`src/rtl/npc_pkg.sv`:
```
// Shared definitions for the next-PC predictor: MIPS control-flow opcodes,
// fetch FSM states, 2-bit counter encodings and the fetch-stage predecoder.
package npc_pkg;

    localparam logic [5:0] OP_SPECIAL = 6'h00;
    localparam logic [5:0] OP_REGIMM  = 6'h01;
    localparam logic [5:0] OP_J       = 6'h02;
    localparam logic [5:0] OP_JAL     = 6'h03;
    localparam logic [5:0] OP_BEQ     = 6'h04;
    localparam logic [5:0] OP_BNE     = 6'h05;
    localparam logic [5:0] OP_BLEZ    = 6'h06;
    localparam logic [5:0] OP_BGTZ    = 6'h07;

    localparam logic [5:0] FN_JR      = 6'h08;
    localparam logic [5:0] FN_JALR    = 6'h09;

    localparam logic [4:0] RT_BLTZ    = 5'h00;
    localparam logic [4:0] RT_BGEZ    = 5'h01;
    localparam logic [4:0] RT_BGEZAL  = 5'h11;

    localparam logic [4:0] REG_RA     = 5'd31;

    localparam logic [1:0] CTR_SNT    = 2'b00;
    localparam logic [1:0] CTR_WNT    = 2'b01;
    localparam logic [1:0] CTR_WT     = 2'b10;
    localparam logic [1:0] CTR_ST     = 2'b11;

    typedef enum logic {
        ST_SEQ  = 1'b0,
        ST_SLOT = 1'b1
    } npc_state_e;

    typedef struct packed {
        logic cond;   // conditional branch, BHT-predicted
        logic jabs;   // J/JAL, always taken to an absolute target
        logic ret;    // JR $31
        logic call;   // JAL/JALR, pushes a return address
    } predec_t;

    function automatic predec_t predecode(input logic [31:0] instr);
        predec_t pd;
        pd.cond = 1'b0;
        pd.jabs = 1'b0;
        pd.ret  = 1'b0;
        pd.call = 1'b0;
        case (instr[31:26])
            OP_BEQ, OP_BNE, OP_BLEZ, OP_BGTZ: pd.cond = 1'b1;
            OP_REGIMM: pd.cond = (instr[20:16] == RT_BLTZ) ||
                                 (instr[20:16] == RT_BGEZ) ||
                                 (instr[20:16] == RT_BGEZAL);
            OP_J:   pd.jabs = 1'b1;
            OP_JAL: begin
                pd.jabs = 1'b1;
                pd.call = 1'b1;
            end
            OP_SPECIAL: begin
                if ((instr[5:0] == FN_JR) && (instr[25:21] == REG_RA)) begin
                    pd.ret = 1'b1;
                end else if (instr[5:0] == FN_JALR) begin
                    pd.call = 1'b1;
                end else begin
                    pd.ret = 1'b0;
                end
            end
            default: pd.cond = 1'b0;
        endcase
        return pd;
    endfunction

endpackage

```
`src/rtl/npc_ras.sv`:
```
// Circular return-address stack; a push when full overwrites the oldest entry.
module npc_ras
    import npc_pkg::*;
#(
    parameter int RAS_DEPTH = 4
) (
    input  logic        clk,
    input  logic        reset_n,
    input  logic        push,
    input  logic        pop,
    input  logic [31:0] push_addr,
    output logic [31:0] top,
    output logic        empty
);

    localparam int PW = $clog2(RAS_DEPTH);
    localparam int CW = PW + 1;
    localparam logic [CW-1:0] CNT_MAX = {CW{1'b1}};

    logic [31:0]   mem_r [RAS_DEPTH];
    logic [PW-1:0] ptr_r;
    logic [CW-1:0] cnt_r;
    logic [PW-1:0] top_idx_s;

    // The count tracks outstanding calls beyond the depth, so returns from
    // over-deep nesting still get a (wrapped, possibly stale) guess.
    always_ff @(posedge clk or negedge reset_n) begin
        if (!reset_n) begin
            ptr_r <= {PW{1'b0}};
            cnt_r <= {CW{1'b0}};
            for (int i = 0; i < RAS_DEPTH; i++) begin
                mem_r[i] <= 32'h0000_0000;
            end
        end else if (push) begin
            mem_r[ptr_r] <= push_addr;
            ptr_r        <= ptr_r + 1'b1;
            if (cnt_r != CNT_MAX) begin
                cnt_r <= cnt_r + 1'b1;
            end
        end else if (pop && (cnt_r != {CW{1'b0}})) begin
            ptr_r <= ptr_r - 1'b1;
            cnt_r <= cnt_r - 1'b1;
        end
    end

    assign top_idx_s = ptr_r - 1'b1;
    assign top       = mem_r[top_idx_s];
    assign empty     = (cnt_r == {CW{1'b0}});

endmodule

```
`src/rtl/npc_predict.sv`:
```
// Fetch next-PC predictor for a delay-slot MIPS pipeline: 2-bit BHT, RAS,
// SEQ/SLOT redirect FSM and EX-stage mispredict recovery.
module npc_predict
    import npc_pkg::*;
#(
    parameter int          BHT_DEPTH = 64,
    parameter int          RAS_DEPTH = 4,
    parameter logic [31:0] RESET_PC  = 32'h0000_3000
) (
    input  logic        clk,
    input  logic        reset_n,
    input  logic        stall,
    input  logic [31:0] instr_if,
    output logic [31:0] pc,
    output logic        pred_taken_if,
    output logic [31:0] pred_target_if,
    input  logic        ex_valid,
    input  logic        ex_is_cond,
    input  logic [31:0] ex_pc,
    input  logic        ex_taken,
    input  logic [31:0] ex_target,
    input  logic        ex_pred_taken,
    input  logic [31:0] ex_pred_target,
    output logic        flush
);

    localparam int IDX = $clog2(BHT_DEPTH);

    logic [31:0]    pc_r;
    logic [31:0]    tgt_r;
    npc_state_e     state_r;
    logic [1:0]     bht_r [BHT_DEPTH];

    predec_t        pd_s;
    logic [IDX-1:0] if_idx_s;
    logic [IDX-1:0] ex_idx_s;
    logic [1:0]     if_ctr_s;
    logic [1:0]     ex_ctr_s;
    logic [31:0]    pc4_s;
    logic [31:0]    pc8_s;
    logic [31:0]    br_tgt_s;
    logic [31:0]    jabs_tgt_s;
    logic [31:0]    ras_top_s;
    logic           ras_empty_s;
    logic           push_s;
    logic           pop_s;
    logic           pred_taken_s;
    logic [31:0]    pred_target_s;
    logic           mispredict_s;
    logic [31:0]    redirect_s;

    assign pd_s       = predecode(instr_if);
    assign if_idx_s   = pc_r[IDX+1:2];
    assign ex_idx_s   = ex_pc[IDX+1:2];
    assign if_ctr_s   = bht_r[if_idx_s];
    assign ex_ctr_s   = bht_r[ex_idx_s];
    assign pc4_s      = pc_r + 32'd4;
    assign pc8_s      = pc_r + 32'd8;
    assign br_tgt_s   = pc4_s + {{14{instr_if[15]}}, instr_if[15:0], 2'b00};
    assign jabs_tgt_s = {pc4_s[31:28], instr_if[25:0], 2'b00};
    assign push_s     = !stall && pd_s.call;
    assign pop_s      = !stall && pd_s.ret;

    npc_ras #(
        .RAS_DEPTH (RAS_DEPTH)
    ) u_ras (
        .clk       (clk),
        .reset_n   (reset_n),
        .push      (push_s),
        .pop       (pop_s),
        .push_addr (pc8_s),
        .top       (ras_top_s),
        .empty     (ras_empty_s)
    );

    // Direction/target prediction for the instruction currently at pc.
    always_comb begin
        pred_taken_s  = 1'b0;
        pred_target_s = pc8_s;
        if (pd_s.cond) begin
            pred_taken_s  = if_ctr_s[1];
            pred_target_s = br_tgt_s;
        end else if (pd_s.jabs) begin
            pred_taken_s  = 1'b1;
            pred_target_s = jabs_tgt_s;
        end else if (pd_s.ret) begin
            pred_taken_s  = !ras_empty_s;
            pred_target_s = ras_empty_s ? pc8_s : ras_top_s;
        end else begin
            pred_taken_s  = 1'b0;
            pred_target_s = pc8_s;
        end
    end

    assign mispredict_s   = ex_valid && ((ex_taken != ex_pred_taken) ||
                            (ex_taken && (ex_target != ex_pred_target)));
    assign redirect_s     = ex_taken ? ex_target : (ex_pc + 32'd8);
    assign flush          = mispredict_s;
    assign pc             = pc_r;
    assign pred_taken_if  = pred_taken_s;
    assign pred_target_if = pred_target_s;

    // Fetch FSM: a taken prediction first fetches the delay slot, then the target.
    always_ff @(posedge clk or negedge reset_n) begin
        if (!reset_n) begin
            pc_r    <= RESET_PC;
            state_r <= ST_SEQ;
            tgt_r   <= 32'h0000_0000;
        end else if (mispredict_s) begin
            pc_r    <= redirect_s;
            state_r <= ST_SEQ;
        end else if (!stall) begin
            case (state_r)
                ST_SEQ: begin
                    pc_r <= pc4_s;
                    if (pred_taken_s) begin
                        tgt_r   <= pred_target_s;
                        state_r <= ST_SLOT;
                    end
                end
                ST_SLOT: begin
                    pc_r    <= tgt_r;
                    state_r <= ST_SEQ;
                end
                default: begin
                    pc_r    <= pc4_s;
                    state_r <= ST_SEQ;
                end
            endcase
        end
    end

    // BHT training from EX; the IF read above sees the pre-update value.
    always_ff @(posedge clk or negedge reset_n) begin
        if (!reset_n) begin
            for (int i = 0; i < BHT_DEPTH; i++) begin
                bht_r[i] <= CTR_WNT;
            end
        end else if (ex_valid && ex_is_cond) begin
            if (ex_taken && (ex_ctr_s != CTR_ST)) begin
                bht_r[ex_idx_s] <= ex_ctr_s + 2'b01;
            end else if (!ex_taken && (ex_ctr_s != CTR_SNT)) begin
                bht_r[ex_idx_s] <= ex_ctr_s - 2'b01;
            end
        end
    end

endmodule

```
`config.mk`:
```
export PLATFORM = sky130hd
export DESIGN_NAME = npc_predict
export DESIGN_NICKNAME = d
export VERILOG_FILES = /design/src/rtl/npc_pkg.sv /design/src/rtl/npc_ras.sv /design/src/rtl/npc_predict.sv
export SDC_FILE = /design/constraint.sdc
export NUM_CORES = 1
export LEC_CHECK = 0
export BUFFER_PORTS_ARGS = -buffer_cell sky130_fd_sc_hd__buf_2
export CORE_MARGIN = 4
export CORE_UTILIZATION = 60
export DETAILED_ROUTE_END_ITERATION = 10
export PLACE_DENSITY = 0.85
export SYNTH_ARGS = -nofsm -noshare
export SYNTH_HDL_FRONTEND = slang
export SYNTH_SLANG_ARGS = --single-unit
```
`constraint.sdc`:
```
create_clock -name clk -period 4.75 [get_ports clk]
set_clock_uncertainty 0.15 [all_clocks]
set_input_delay 0.2375 -clock clk [delete_from_list [all_inputs] [get_ports clk]]
set_output_delay 0.2375 -clock clk [all_outputs]
set_load 0.01 [all_outputs]
```
==> Flow_metrics.wiki <==
{| class="wikitable"
! Metric !! Value
|-
| Top cells by instance count after synthesis || 331 x nor2_1, 267 x a21oi_1, 260 x dfrtp_1, 125 x nand2_1, 84 x mux2_2
|-
| Most Used Layer, Global Route || met2
|-
| Final Max Slew Viols || 0
|-
| Met1 usage in global routing || between 40% and 50%
|-
| Count of antenna diodes in the layout || 0
|-
| Area share of the leading cell type in the synthesized netlist || between 30 and 40%
|-
| Unrepaired setup endpoints after global routing || yes
|-
| Arr. time, crit path || around 4.3 ns
|-
| Number of standard-cell rows in the floorplan || 66
|-
| Post-Synthesis Net Count || roughly 2200
|-
| Number of instances in the synthesized netlist || just over 2000
|-
| Register area share after synthesis || 41.2%
|-
| Peak fanout along the critical path || 13
|-
| Initial Utilization || between 60 and 70%
|-
| Min Hold Slack || about 0.011 ns
|-
| CTS sink count || about 330
|-
| Worst-path clk slew || about 0.06 ns
|-
| Cell types with the largest area share after synthesis || dfrtp_1 33%, dfstp_2 8.7%, mux4_2 8.7%, a21oi_1 6.7%, nor2_1 6.2%
|-
| DR vias || between 15000 and 20000
|-
| Total clock buffers created by CTS || 35
|-
| Global placement routability congestion || roughly 1
|-
| Global-route wire length before repair || 101 mm
|-
| Timing-limited maximum frequency || between 0.2 and 0.25 GHz
|-
| Final hold violations || 0
|-
| Detailed placement HPWL || approximately 46 mm
|-
| Nets || ~2400
|-
| Final antenna-violating net count || 0
|-
| Launching element type of the critical path || flip-flop
|-
| Slew at the pin with the worst max-slew slack || ~1.1 ns
|-
| Global-route congestion overflow total || 0
|-
| Worst EP required || between 4 and 5 ns
|-
| Top cell type by total area after synthesis || dfrtp_1
|-
| Overall track demand over capacity in global routing || between 30% and 40%
|-
| Area added between synthesis and finish || 16.1%
|-
| P_leak || around 10 nW
|-
| Clock tree root driver cell || clkbuf_16
|-
| Via count of the first global-routing pass || 17900
|-
| Worst slew margin relative to its limit || between 20% and 30%
|-
| Number of flip-flops and latches in the synthesized netlist || 326
|-
| Initial detailed-routing violation count || ~1800
|-
| Total wire length || between 60 and 70 mm
|-
| Max-cap viol count || 0
|-
| IO Pins || roughly 200
|-
| Ys Warns || 0
|-
| CTS tree || built
|-
| Unique masters post-synth || roughly 70
|-
| Mean routed wirelength per cell || 24.4 um
|-
| Number of fill cells || 2371
|-
| Floorplan die area || between 30000 and 40000 sq um
|-
| Worst VDD drop || 0.355 mV
|-
| Netlist Area Pre-Place || between 20000 and 25000 sq um
|-
| Via density || 6.60
|-
| H-Tree Depth || 2
|-
| Overall die width || about 190 um
|-
| Core box area || roughly 33000 sq um
|-
| Fraction of the cycle the final worst path needs || a little over nine tenths
|-
| Sum of internal, switching and leakage power || about 9.0 mW
|-
| Buffers added on ports || 200
|-
| Number of enable-type register cells in the synthesized netlist || 0
|-
| Clk buf depth || 3
|-
| Count of unresolved DRC violations after routing || 0
|-
| Synth Area per Inst || roughly 10 sq um
|-
| Classification of the worst setup path || reg -> out
|-
| Outcome || complete, no violations
|-
| Areal power density over the cells || a little under 400 nW/um^2
|-
| Most frequent cell after synthesis || nor2_1
|-
| Dominant register cell in the synthesized netlist || dfrtp_1
|-
| Pin count of the biggest net entering global routing || roughly 100
|-
| Final number of setup-violating endpoints || 0
|-
| Global routing met3 resource utilization || under 10%
|-
| Detailed-router iteration count before antenna repair || 6
|-
| Asr flop ratio synth || 100%
|-
| Final worst path period need || 4.64 ns
|-
| Chip height || between 150 and 200 um
|-
| Type of the most critical hold path || in -> reg
|-
| Clock latency on the worst-skew pair || 0.53 ns
|-
| Routing usage on met2 || a little under three fifths
|-
| Fraction of layout instances using a drive strength above 1 || between 20 and 30%
|-
| Antenna violations before repair || 1
|-
| Nature of the critical path endpoint || output port
|}
through the flow:
step | setup TNS [ns] | instance area (sq um) | utilization [%] | cells | worst slack (ns)
6_report | 0 | 23200 | 71.1 | 2666 | 0.107
5_1_grt | -0.149 | 23200 | 71.1 | 2666 | -0.0383
3_3_place_gp | 0 | 21400 | 65.4 | 2570 | 0.382
2_1_floorplan | 0 | 20000 | - | 2014 | 0.283
4_1_cts | -0.0213 | 22900 | 70.2 | 2657 | -0.0213
3_5_place_dp | 0 | 21400 | 65.4 | 2570 | 0.284
cell type report:
type / instances / area, sq um / share of cell area, %
Multi-Input combinational cell: 1534 / 11400 / 49.2
Clock buffer: 45 / 995 / 4.28
Tap cell: 442 / 553 / 2.38
Inverter: 17 / 63.8 / 0.275
Clock inverter: 19 / 230 / 0.991
Timing Repair Buffer: 283 / 1720 / 7.42
Sequential cell: 326 / 8250 / 35.5
report_power, final:
part | switching (mW) | total (mW) | internal, mW
registers | 0.344 | 3.53 | 3.19
logic | 1.49 | 2.59 | 1.09
clock network | 1.19 | 2.90 | 1.72
cell usage in the layout, fill, tap and decap left out, types with 10 or more instances in the layout:
master and count:
a21oi_1 255, mux2_4 29, o211ai_1 14, dlygate4sd3_1 23, nand4_1 30, nor3_1 18
mux4_2 77, a21o_1 10, a211oi_1 20, nand2_1 124, o21ai_0 58, clkbuf_16 36
nand2b_1 13, and3_1 17, nand3_1 28, ha_1 38, dfstp_2 66, xnor2_1 60
buf_4 56, a22oi_1 30, buf_2 199, inv_1 16, mux2_2 84, nor2_1 324
a21oi_2 10, xor2_1 77, o21a_1 13, mux2i_1 44, dfrtp_1 256
cell families (layout without fill, tap and decap cells):
logic type / count (synthesis) / after routing / share of synthesized area, %
AND/OR/NAND/NOR: 620 / 620 / 13.6
AO/OA/AOI/OAI: 483 / 483 / 14.2
flip-flops: 326 / 326 / 41.2
multiplexers: 238 / 238 / 18.1
buffers and inverters: 154 / 364 / 3.41
XOR/XNOR: 144 / 144 / 6.30
adder cells (fa/ha/maj): 49 / 49 / 3.14
worst max-delay path, cell delays in order, from the launching register on:
cell and delay [ns]:
dfrtp_1 0.42, buf_6 0.18, nand3_1 0.12, or2_4 0.31
nor2_4 0.14, buf_4 0.16, xor2_1 0.21, ha_1 0.34
a21oi_1 0.29, o21ai_0 0.14, nor2_2 0.22, o2111ai_2 0.20
nand4_1 0.25, o21bai_1 0.10, xnor2_1 0.27, o221ai_1 0.20
buf_2 0.19
per-layer routing:
layer | vias up | routed length (um)
met5 | - | 13
met4 | 2 | 4720
met3 | 292 | 5760
met2 | 1050 | 30900
met1 | 8634 | 23600
li1 | 7614 | -
worst paths after layout:
kind,from,depth (start not counted),slack (ns),endpoint
max in group asynchronous,reset_n,3,3.02,u_ras.mem_r[30]
hold reg to reg,u_ras.mem_r[3],2,0.34,u_ras.mem_r[3]
setup reg to reg,pc[3],17,0.53,tgt_r[28]
setup / recovery,pc[4],16,0.11,pred_target_if[25]
min in group asynchronous,reset_n,2,0.22,u_ras.mem_r[67]
hold / removal,ex_pc[26],4,0.01,pc[26]
what timing repair did:
item	in CTS	in global routing
pin swaps	2	28
gates resized for setup	25	49
cloned	0	0
hold buffers	23	0
setup buffers	0	9
hold endpoints to repair	120	0
endpoints found under the setup margin	10	11
(Power assumes the default switching activity.)
